**src/rtl/archie_mem_pkg.sv**
```systemverilog
// archie_mem_pkg: shared types and constants for the SDRAM port arbiter.
// Holds the loader state enum, the default ROM bank and byte-lane selects.
package archie_mem_pkg;

    typedef enum logic [2:0] {
        ST_PASS,
        ST_DRAIN,
        ST_ERASE,
        ST_DL_IDLE,
        ST_DL_WR,
        ST_DL_END
    } arb_state_e;

    localparam logic [1:0] ROM_BASE_DEFAULT = 2'b01;

    localparam logic [3:0] SEL_LO  = 4'b0011;
    localparam logic [3:0] SEL_HI  = 4'b1100;
    localparam logic [3:0] SEL_ALL = 4'b1111;

endpackage

```
**src/rtl/ram_loader_arb_if.sv**
```systemverilog
// ram_loader_arb_if: classic wishbone bus, word addressed, AW address bits.
// master drives stb/cyc/we/sel/adr/dat, slave returns ack.
interface ram_loader_arb_if #(
    parameter int AW = 24
) ();

    logic          stb;
    logic          cyc;
    logic          we;
    logic [3:0]    sel;
    logic [AW-1:0] adr;
    logic [31:0]   dat;
    logic          ack;

    modport master (
        output stb, cyc, we, sel, adr, dat,
        input  ack
    );

    modport slave (
        input  stb, cyc, we, sel, adr, dat,
        output ack
    );

endinterface

```
**src/rtl/wb_req_hold.sv**
```systemverilog
// wb_req_hold: registered wishbone request; load_i captures a new request,
// ack_i releases it. Ports: clk/rst, load + fields in, ack in, bus out.
module wb_req_hold (
    input  logic        clk_i,
    input  logic        rst_i,
    input  logic        load_i,
    input  logic        ack_i,
    input  logic        we_i,
    input  logic [3:0]  sel_i,
    input  logic [23:0] adr_i,
    input  logic [31:0] dat_i,
    output logic        stb_o,
    output logic        cyc_o,
    output logic        we_o,
    output logic [3:0]  sel_o,
    output logic [23:0] adr_o,
    output logic [31:0] dat_o
);

    logic        req_q;
    logic        we_q;
    logic [3:0]  sel_q;
    logic [23:0] adr_q;
    logic [31:0] dat_q;

    // load wins over ack so back-to-back requests keep stb high
    always_ff @(posedge clk_i) begin
        if (rst_i) begin
            req_q <= 1'b0;
            we_q  <= 1'b0;
            sel_q <= '0;
            adr_q <= '0;
            dat_q <= '0;
        end else if (load_i) begin
            req_q <= 1'b1;
            we_q  <= we_i;
            sel_q <= sel_i;
            adr_q <= adr_i;
            dat_q <= dat_i;
        end else if (ack_i) begin
            req_q <= 1'b0;
        end
    end

    assign stb_o = req_q;
    assign cyc_o = req_q;
    assign we_o  = we_q;
    assign sel_o = sel_q;
    assign adr_o = adr_q;
    assign dat_o = dat_q;

endmodule

```
**src/rtl/ram_loader_arb.sv**
```systemverilog
// ram_loader_arb: shares the SDRAM wishbone port between the core and the
// ROM download path. Ports: clk_sys/reset, dl_* download, core/ram buses.
module ram_loader_arb
    import archie_mem_pkg::*;
#(
    parameter int         ERASE_AW = 20,
    parameter logic [1:0] ROM_BASE = ROM_BASE_DEFAULT
) (
    input  logic             clk_sys,
    input  logic             reset,
    input  logic             dl_active_i,
    input  logic             dl_wr_i,
    input  logic [21:0]      dl_addr_i,
    input  logic [15:0]      dl_data_i,
    output logic             dl_wait_o,
    output logic             dl_overrun_o,
    output logic             busy_o,
    ram_loader_arb_if.slave  core,
    ram_loader_arb_if.master ram
);

    arb_state_e          state_q, state_d;
    logic [ERASE_AW-1:0] cnt_q, cnt_d, cnt_nxt;
    logic                wait_q, wait_d;
    logic                ovr_q, ovr_d;
    logic                busy_q;
    logic                core_owns;

    logic        ld;
    logic [3:0]  ld_sel;
    logic [23:0] ld_adr;
    logic [31:0] ld_dat;
    logic        h_ack;
    logic        h_stb, h_cyc, h_we;
    logic [3:0]  h_sel;
    logic [23:0] h_adr;
    logic [31:0] h_dat;

    // halfword lanes come from dl_addr[1]; bit 0 carries no information
    logic unused_dl_bit;
    assign unused_dl_bit = dl_addr_i[0];

    function automatic logic [23:0] erase_adr(input logic [ERASE_AW-1:0] c);
        logic [23:0] a;
        a = '0;
        a[ERASE_AW-1:0] = c;
        return a;
    endfunction

    assign cnt_nxt   = cnt_q + ERASE_AW'(1);
    assign core_owns = (state_q == ST_PASS) || (state_q == ST_DRAIN);
    assign h_ack     = ram.ack & ~core_owns;

    always_comb begin
        state_d = state_q;
        cnt_d   = cnt_q;
        ovr_d   = ovr_q;
        wait_d  = 1'b0;
        ld      = 1'b0;
        ld_sel  = SEL_ALL;
        ld_adr  = '0;
        ld_dat  = '0;
        unique case (state_q)
            ST_PASS: begin
                if (dl_active_i) begin
                    wait_d = 1'b1;
                    if (core.cyc) begin
                        state_d = ST_DRAIN;
                    end else begin
                        state_d = ST_ERASE;
                        cnt_d   = '0;
                        ld      = 1'b1;
                    end
                end
            end
            ST_DRAIN: begin
                wait_d = 1'b1;
                ovr_d  = ovr_q | dl_wr_i;
                if (!core.cyc) begin
                    state_d = ST_ERASE;
                    cnt_d   = '0;
                    ld      = 1'b1;
                end
            end
            ST_ERASE: begin
                wait_d = 1'b1;
                ovr_d  = ovr_q | dl_wr_i;
                if (ram.ack) begin
                    cnt_d = cnt_nxt;
                    if (!dl_active_i) begin
                        state_d = ST_PASS;
                    end else if (&cnt_q) begin
                        state_d = ST_DL_IDLE;
                    end else begin
                        ld     = 1'b1;
                        ld_adr = erase_adr(cnt_nxt);
                    end
                end
            end
            ST_DL_IDLE: begin
                if (dl_wr_i) begin
                    wait_d  = 1'b1;
                    ld      = 1'b1;
                    ld_adr  = {ROM_BASE, 2'b00, dl_addr_i[21:2]};
                    ld_sel  = dl_addr_i[1] ? SEL_HI : SEL_LO;
                    ld_dat  = {dl_data_i, dl_data_i};
                    state_d = ST_DL_WR;
                end else if (!dl_active_i) begin
                    state_d = ST_PASS;
                end
            end
            ST_DL_WR: begin
                wait_d = 1'b1;
                ovr_d  = ovr_q | dl_wr_i;
                if (ram.ack) begin
                    state_d = dl_active_i ? ST_DL_IDLE : ST_DL_END;
                end
            end
            ST_DL_END: state_d = ST_PASS;
            default:   state_d = ST_PASS;
        endcase
    end

    always_ff @(posedge clk_sys) begin
        if (reset) begin
            state_q <= ST_PASS;
            cnt_q   <= '0;
            wait_q  <= 1'b0;
            ovr_q   <= 1'b0;
            busy_q  <= 1'b0;
        end else begin
            state_q <= state_d;
            cnt_q   <= cnt_d;
            wait_q  <= wait_d;
            ovr_q   <= ovr_d;
            busy_q  <= (state_d != ST_PASS);
        end
    end

    wb_req_hold u_hold (
        .clk_i  (clk_sys),
        .rst_i  (reset),
        .load_i (ld),
        .ack_i  (h_ack),
        .we_i   (1'b1),
        .sel_i  (ld_sel),
        .adr_i  (ld_adr),
        .dat_i  (ld_dat),
        .stb_o  (h_stb),
        .cyc_o  (h_cyc),
        .we_o   (h_we),
        .sel_o  (h_sel),
        .adr_o  (h_adr),
        .dat_o  (h_dat)
    );

    // in DRAIN a new strobe must not start once the core drops cyc
    always_comb begin
        core.ack = 1'b0;
        ram.stb  = h_stb;
        ram.cyc  = h_cyc;
        ram.we   = h_we;
        ram.sel  = h_sel;
        ram.adr  = h_adr;
        ram.dat  = h_dat;
        if (core_owns) begin
            ram.stb  = core.stb & (core.cyc | (state_q == ST_PASS));
            ram.cyc  = core.cyc;
            ram.we   = core.we;
            ram.sel  = core.sel;
            ram.adr  = {2'b00, core.adr};
            ram.dat  = core.dat;
            core.ack = ram.ack;
        end
    end

    assign dl_wait_o    = wait_q;
    assign dl_overrun_o = ovr_q;
    assign busy_o       = busy_q;

endmodule

```
**src/flat_wrapper.sv**
```systemverilog
// flat-port wrapper written by rule: the top's interface ports become plain ports
module ram_loader_arb_flat import archie_mem_pkg::*;
#(
    parameter int         ERASE_AW = 20,
    parameter logic [1:0] ROM_BASE = ROM_BASE_DEFAULT
)
  (clk_sys, reset, dl_active_i, dl_wr_i, dl_addr_i, dl_data_i, dl_wait_o, dl_overrun_o, busy_o, core_stb, core_cyc, core_we, core_sel, core_adr, core_dat, core_ack, ram_stb, ram_cyc, ram_we, ram_sel, ram_adr, ram_dat, ram_ack);
  ram_loader_arb_if #(.AW(22)) core_i ();
  ram_loader_arb_if #(.AW(24)) ram_i ();
  input  logic clk_sys;
  input  logic reset;
  input  logic dl_active_i;
  input  logic dl_wr_i;
  input  logic [21:0] dl_addr_i;
  input  logic [15:0] dl_data_i;
  output logic dl_wait_o;
  output logic dl_overrun_o;
  output logic busy_o;
  input wire logic [$bits(core_i.stb)-1:0] core_stb;
  input wire logic [$bits(core_i.cyc)-1:0] core_cyc;
  input wire logic [$bits(core_i.we)-1:0] core_we;
  input wire logic [$bits(core_i.sel)-1:0] core_sel;
  input wire logic [$bits(core_i.adr)-1:0] core_adr;
  input wire logic [$bits(core_i.dat)-1:0] core_dat;
  output wire logic [$bits(core_i.ack)-1:0] core_ack;
  output wire logic [$bits(ram_i.stb)-1:0] ram_stb;
  output wire logic [$bits(ram_i.cyc)-1:0] ram_cyc;
  output wire logic [$bits(ram_i.we)-1:0] ram_we;
  output wire logic [$bits(ram_i.sel)-1:0] ram_sel;
  output wire logic [$bits(ram_i.adr)-1:0] ram_adr;
  output wire logic [$bits(ram_i.dat)-1:0] ram_dat;
  input wire logic [$bits(ram_i.ack)-1:0] ram_ack;
  assign core_i.stb = core_stb;
  assign core_i.cyc = core_cyc;
  assign core_i.we = core_we;
  assign core_i.sel = core_sel;
  assign core_i.adr = core_adr;
  assign core_i.dat = core_dat;
  assign core_ack = core_i.ack;
  assign ram_stb = ram_i.stb;
  assign ram_cyc = ram_i.cyc;
  assign ram_we = ram_i.we;
  assign ram_sel = ram_i.sel;
  assign ram_adr = ram_i.adr;
  assign ram_dat = ram_i.dat;
  assign ram_i.ack = ram_ack;
  ram_loader_arb #(.ERASE_AW(ERASE_AW), .ROM_BASE(ROM_BASE)) u_core (.clk_sys(clk_sys), .reset(reset), .dl_active_i(dl_active_i), .dl_wr_i(dl_wr_i), .dl_addr_i(dl_addr_i), .dl_data_i(dl_data_i), .dl_wait_o(dl_wait_o), .dl_overrun_o(dl_overrun_o), .busy_o(busy_o), .core(core_i), .ram(ram_i));
endmodule
```
**config.mk**
```make
export PLATFORM = sky130hd
export DESIGN_NAME = ram_loader_arb_flat
export DESIGN_NICKNAME = d
export VERILOG_FILES = /design/src/rtl/archie_mem_pkg.sv /design/src/rtl/ram_loader_arb_if.sv /design/src/rtl/wb_req_hold.sv /design/src/rtl/ram_loader_arb.sv /design/src/flat_wrapper.sv
export SDC_FILE = /design/constraint.sdc
export NUM_CORES = 1
export LEC_CHECK = 0
export BUFFER_PORTS_ARGS = -buffer_cell sky130_fd_sc_hd__buf_2
export CORE_ASPECT_RATIO = 1.4
export CORE_MARGIN = 2
export CORE_UTILIZATION = 50
export CTS_BUF_LIST = sky130_fd_sc_hd__clkbuf_2 sky130_fd_sc_hd__clkbuf_4 sky130_fd_sc_hd__clkbuf_8
export CTS_CLUSTER_SIZE = 14
export DETAILED_ROUTE_END_ITERATION = 7
export GPL_ROUTABILITY_DRIVEN = 1
export PLACE_DENSITY = 0.84
export SLEW_MARGIN = 20
export SYNTH_ARGS = -nofsm -noshare
export SYNTH_HDL_FRONTEND = slang
export SYNTH_SLANG_ARGS = --single-unit
export TNS_END_PERCENT = 10
```
**constraint.sdc**
```tcl
create_clock -name clk_sys -period 4 [get_ports clk_sys]
set_input_delay 1 -clock clk_sys [delete_from_list [all_inputs] [get_ports clk_sys]]
set_output_delay 1 -clock clk_sys [all_outputs]
set_load 0.005 [all_outputs]
```
Word level (Yosys, flattened, before mapping)

Index checks and enable logic that the tools add are counted.
Widths: inputs -> output; s select.

Register bits: 88
Latch bits: 0
Memory bits (writable): 0
Memory bits (read-only): 0
Input port bits: 104
Output and inout bits: 67
Word-level logic and storage cells: 73
Memories kept: 0

Add/sub/neg operators: 1
Multiply operators: 0
Divide/modulo/power cells: 0
Magnitude comparators: 0
Equality and inequality tests: 6
Shift operators: 0
Muxes and demuxes: 43
Bitwise operators: 5
Reduce and logical (&&, ||, !) cells: 8

Operators by type and width:

| cell                  | count |
|---|---|
| $mux 32               | 3 |
| $mux 20               | 4 |
| $mux 24               | 3 |
| $pmux 20 s3           | 1 |
| $pmux 24 s2           | 1 |
| $mux 3                | 9 |
| $mux 23               | 1 |
| $add 20x1->20 const B | 1 |
| $reduce_and 20->1     | 1 |
| $mux 4                | 4 |
| $pmux 3 s5            | 1 |
| $mux 1                | 13 |
| $eq 3x2->1 const B    | 2 |
| $reduce_bool 3->1     | 2 |
| $ne 2x2->1 const B    | 2 |
| $pmux 1 s4            | 1 |
| $eq 3x1->1 const B    | 1 |
| $eq 3x3->1 const B    | 1 |
| $logic_not 3->1       | 1 |
| $pmux 1 s3            | 1 |
| $reduce_and 3->1      | 1 |
| $reduce_or 3->1       | 1 |
| $and 1x1->1           | 2 |
| $mux 2                | 1 |
| other kinds (4)       | 5 |

Logic depth before layout (Yosys ltp)

Word-level depth: 6
Gate-level depth with buffers: 8

By module

From an unflattened synthesis, not the netlist that was laid out.

Cell total of the unflattened synthesis: 570
Area total of the unflattened synthesis: 5,049.8 µm²

Modules (own cells, without submodules):

| module         | instances | cells an instance | area each (µm²) | sequential area each (µm²) |
|---|---|---|---|---|
| ram_loader_arb | 1         | 368               | 2,816.5         | 520.5 |
| wb_req_hold    | 1         | 202               | 2,233.4         | 1,241.2 |

Worst setup path before layout

OpenSTA, ideal clock, no wires.

Path kind: input -> register
Start point: input ram_ack
End point: register u_core.u_hold.adr_q[10], in the netlist u_core.u_hold.adr_o[10]
Data arrival time: 2,373 ps
Data required time: 3,878 ps
Setup slack: 1,505 ps
Cell stages on the path: 8
Buffers on the path: 3
Cell sequence: buf_2 and4bb_1 buf_2 nand2_1 a21oi_4 nor3_2 buf_6 a221o_1

Cells in the longest elaborated chain, start to end: 2
Elaborated cells between the ends (all ways): 4

RTL lines:

| element                                   | RTL line             | source |
|---|---|---|
| from (decl)                               | flat_wrapper.sv:32   | `input wire logic [$bits(ram_i.ack)-1:0] ram_ack;` |
| $mux 1 or $mux 24 (tied branches)         | ram_loader_arb.sv:88 | `if (ram.ack) begin` |
| $pmux 1 s4 or $pmux 24 s2 (tied branches) | ram_loader_arb.sv:63 | `unique case (state_q)` |
| to (signal assigned)                      | wb_req_hold.sv:38    | `adr_q <= adr_i;` |
| to (decl)                                 | wb_req_hold.sv:23    | `logic [23:0] adr_q;` |

Several ways; a longest one is shown, not always the timed one.
A chain may end at the register's enable or synchronous reset.

Worst setup path in the final report

Start point: register u_core.state_q[2]
End point: output ram_dat[5]

Cells in the longest elaborated chain, start to end: 3
Elaborated cells between the ends (all ways): 4

RTL lines:

| element                                       | RTL line              | source |
|---|---|---|
| from (decl)                                   | ram_loader_arb.sv:22  | `arb_state_e state_q, state_d;` |
| from (signal assigned)                        | ram_loader_arb.sv:132 | `state_q <= state_d;` |
| $eq 3x1->1 or $logic_not 3->1 (tied branches) | ram_loader_arb.sv:51  | `assign core_owns = (state_q == ST_PASS) \|\| (state_q == ST_DRAIN);` |
| $logic_or 1x1->1 *                            | ram_loader_arb.sv:51  |  |
| $mux 32 *                                     | ram_loader_arb.sv:166 | `if (core_owns) begin` |
| to (decl)                                     | flat_wrapper.sv:31    | `output wire logic [$bits(ram_i.dat)-1:0] ram_dat;` |

Every way passes the cells marked *; elsewhere a longest branch is shown, timed or not.

==> run_summary.xml <==
<?xml version="1.0" encoding="UTF-8"?>
<metrics>
  <group name="status">
    <metric name="status" unit="">finished clean</metric>
  </group>
  <group name="clocking">
    <metric name="insertion_delay" unit="ps">350</metric>
    <metric name="tritoncts_clock_tree" unit="">built</metric>
    <metric name="cts_root_buffer" unit="">clkbuf_8</metric>
    <metric name="clk_path_buf_depth" unit="">2</metric>
    <metric name="htree_levels" unit="">3</metric>
    <metric name="postCtsSetupBuffers" unit="">0</metric>
    <metric name="cts-buffers-inserted" unit="">9</metric>
    <metric name="clk_pin_slew" unit="ps">70</metric>
    <metric name="ctsHoldBuffers" unit="">0</metric>
    <metric name="numClockSinks" unit="">67</metric>
    <metric name="cts_repair_resize_count" unit="">0</metric>
  </group>
  <group name="yosys">
    <metric name="ys_async_sr_fraction" unit="%">0</metric>
    <metric name="mappedNetlistNets" unit="">645</metric>
    <metric name="adder_cell_share_of_the_synthesized_area" unit="%">0.321</metric>
    <metric name="synthesized_area_fraction_occupied_by_ao_oa_aoi_and_oai_cells" unit="%">19.4</metric>
    <metric name="synth.largest_area_cell" unit="">dfxtp_1</metric>
    <metric name="synth_most_common_cell" unit="">nand2_1</metric>
    <metric name="yosys.area_share.simple" unit="%">36.1</metric>
    <metric name="yosysSeqAreaShare" unit="%">34.4</metric>
    <metric name="ys_warn_count" unit="">0</metric>
    <metric name="syn-cell-area" unit="µm²">3900</metric>
    <metric name="unique_cell_type_count_in_the_yosys_netlist" unit="">61</metric>
    <metric name="yosys.area.top_type_share" unit="%">34.4</metric>
    <metric name="synthFlopType" unit="">dfxtp_1</metric>
    <metric name="ys_top_cells_by_area" unit="">dfxtp_1, nand2_1, a22o_1</metric>
    <metric name="synthTopCellsByCount" unit="">nand2_1, dfxtp_1, a21oi_1, clkbuf_1, nor2_1</metric>
    <metric name="synth-xor-area-share" unit="%">3.14</metric>
    <metric name="syn-instance-count" unit="">540</metric>
    <metric name="synth_edf_count" unit="">0</metric>
    <metric name="dominant_combinational_cell_family_by_area_after_synthesis" unit="">simple AND/OR/NAND/NOR gates</metric>
    <metric name="synth_seq_cells" unit="">67</metric>
    <metric name="yosys-mux-area-fraction" unit="%">0.641</metric>
    <metric name="post_synthesis_average_cell_area" unit="µm²">7.22</metric>
  </group>
  <group name="route">
    <metric name="drc" unit="">0</metric>
    <metric name="avgRoutedWirePerCell" unit="µm">15.0</metric>
    <metric name="ant_nets" unit="">0</metric>
    <metric name="routed_wl" unit="µm">11700</metric>
    <metric name="vias" unit="">4334</metric>
    <metric name="drt_pass1_iterations" unit="">5</metric>
    <metric name="via_per_inst" unit="">5.52</metric>
    <metric name="detail_route.iter0.violations" unit="">301</metric>
  </group>
  <group name="global_route">
    <metric name="grt_use_met2" unit="%">45.6</metric>
    <metric name="globalRouteTotalUtil" unit="%">26.1</metric>
    <metric name="grt_antenna_before_repair" unit="">0</metric>
    <metric name="globalRoute.busiestLayer" unit="">met2</metric>
    <metric name="gr-usage-met3" unit="%">6.18</metric>
    <metric name="first_global_vias" unit="">3713</metric>
    <metric name="global_route_wire_length_before_repair" unit="µm">17600</metric>
    <metric name="gr-usage-met1" unit="%">30.7</metric>
    <metric name="global_route.overflow_total" unit="">0</metric>
    <metric name="grt_max_degree" unit="">63</metric>
  </group>
  <group name="worst_setup_path">
    <metric name="critical_path.endpoint_type" unit="">output pin</metric>
    <metric name="crit_path_dat" unit="ps">2230</metric>
    <metric name="timing.setup.critical_path_class" unit="">reg -&gt; out</metric>
    <metric name="critical_path_required" unit="ps">3000</metric>
    <metric name="critical_path_peak_fanout" unit="">45</metric>
    <metric name="critical_path.startpoint_type" unit="">flip-flop</metric>
  </group>
  <group name="final_layout">
    <metric name="proportion_of_layout_cells_with_a_drive_suffix_above_1" unit="%">30.2</metric>
    <metric name="syn2layout_area_growth" unit="%">26.1</metric>
    <metric name="nets" unit="">785</metric>
    <metric name="antennaDiodeCount" unit="">0</metric>
    <metric name="finalNonFillerCells" unit="">785</metric>
    <metric name="postLayoutCoreUtil" unit="%">64.3</metric>
  </group>
  <group name="power">
    <metric name="leakage" unit="µW">0.00241</metric>
    <metric name="p_per_area" unit="nW/µm²">305</metric>
    <metric name="peakVddDrop" unit="V">0.000144</metric>
  </group>
  <group name="place">
    <metric name="numPortBuffers" unit="">168</metric>
    <metric name="dp_cells" unit="">768</metric>
    <metric name="dp_hpwl" unit="µm">8540</metric>
    <metric name="globalplace.congestion" unit="">0.916</metric>
  </group>
  <group name="sta">
    <metric name="report.final.setup_viol" unit="">0</metric>
    <metric name="min_period_over_period" unit="%">80.6</metric>
    <metric name="tightest_slew" unit="ps">1000</metric>
    <metric name="max-slew-margin-rel" unit="%">33.2</metric>
    <metric name="maxSlewViolCount" unit="">0</metric>
    <metric name="final-hold-violation-count" unit="">0</metric>
    <metric name="setup_repair_after_global_routing_missed_its_margin" unit="">false</metric>
    <metric name="crit_path_time_final" unit="ps">3230</metric>
    <metric name="fmax" unit="MHz">310</metric>
    <metric name="fin_skew" unit="ps">8.45</metric>
    <metric name="tns" unit="ps">0</metric>
  </group>
  <group name="floorplan">
    <metric name="placeableCoreArea" unit="µm²">7650</metric>
    <metric name="die_width" unit="µm">78.7</metric>
    <metric name="die_h" unit="µm">109</metric>
    <metric name="std_cell_rows" unit="">38</metric>
    <metric name="dieArea" unit="µm²">8540</metric>
    <metric name="floorplan.initialDensity" unit="%">51.0</metric>
    <metric name="io-pin-count" unit="">171</metric>
  </group>
  <group name="job">
    <metric name="max_cap_viol_count" unit="">0</metric>
  </group>
  <group name="worst_hold_path">
    <metric name="hold_path.class" unit="">reg -&gt; reg</metric>
  </group>
</metrics>
worst max-delay path, stage by stage, from the launching register on:
cell,delay (ps)
dfxtp_1,660
or2_2,740
nand2_1,150
nand2_1,160
buf_2,140
metrics by stage:
| stage | power (µW) | worst slack (ps) | hold WS, ps | cell area (µm²) |
|---|---|---|---|---|
| floorplan | 814 | 1510 | 418 | 3900 |
| global placement | 922 | 1060 | 430 | 4690 |
| global route | 1560 | 679 | 459 | 4920 |
| detailed placement | 929 | 1020 | 437 | 4690 |
| CTS | 1510 | 748 | 454 | 4900 |
| finish | 1500 | 774 | 449 | 4920 |
cells by family after synthesis:
family / count (synthesis)
AOI/OAI and AO/OA: 106
xor gates and xnor gates: 14
adders and majority gates: 1
buffers and inverters: 49
DFF: 67
muxes: 2
other: 1
and+or+nand+nor: 300
layout make-up:
type	instances	area, µm²
fillers	682	2730
multi-input cells	424	2340
flip-flops and latches	67	1340
repair buffers	171	876
clock buffers	12	159
well taps	100	125
clock inverters	4	48.8
inverters	7	26.3
cell usage in the layout (no fill, tap or decap), types with 11 or more instances in the layout:
cell type	count
a21oi_1	31
a22o_1	18
buf_2	168
clkbuf_8	11
dfxtp_1	67
nand2_1	186
nand3_1	22
nor2_1	22
nor3_1	11
o21ai_0	15
per-layer routing:
layer  part of all wire [%]  vias up
met5                      0        -
met4                    2.0        0
met3                    7.6       20
met2                     50      169
met1                     40     2002
li1                       -     2143
where the power goes:
part           leakage, µW  total, µW  internal, µW  switching [µW]
registers         0.000541        681           675            6.65
logic              0.00176        237           105             132
clock network     0.000110        583           328             255
total              0.00241       1500          1110             394
registers in the layout, summed over array words and instances, names as in the netlist:
name,cells
u_core.u_hold.adr_o,21
u_core.cnt_q,20
u_core.u_hold.dat_o,16
u_core.state_q,3
u_core.u_hold.sel_o,2
u_core.busy_o,1
u_core.dl_overrun_o,1
u_core.dl_wait_o,1
u_core.u_hold.cyc_o,1
u_core.u_hold.we_o,1
worst paths after layout:
check / from / to / slack, ps / cells after the start
worst min-delay path: u_core.u_hold.adr_o[22] / u_core.u_hold.adr_o[22] / 450 / 1
worst min register to register: u_core.u_hold.adr_o[22] / u_core.u_hold.adr_o[22] / 450 / 1
worst max register to register: u_core.state_q[1] / u_core.u_hold.adr_o[13] / 1170 / 4
worst max-delay path: u_core.state_q[2] / ram_dat[5] / 770 / 4
Note: power is estimated with default switching activity, not from simulation.
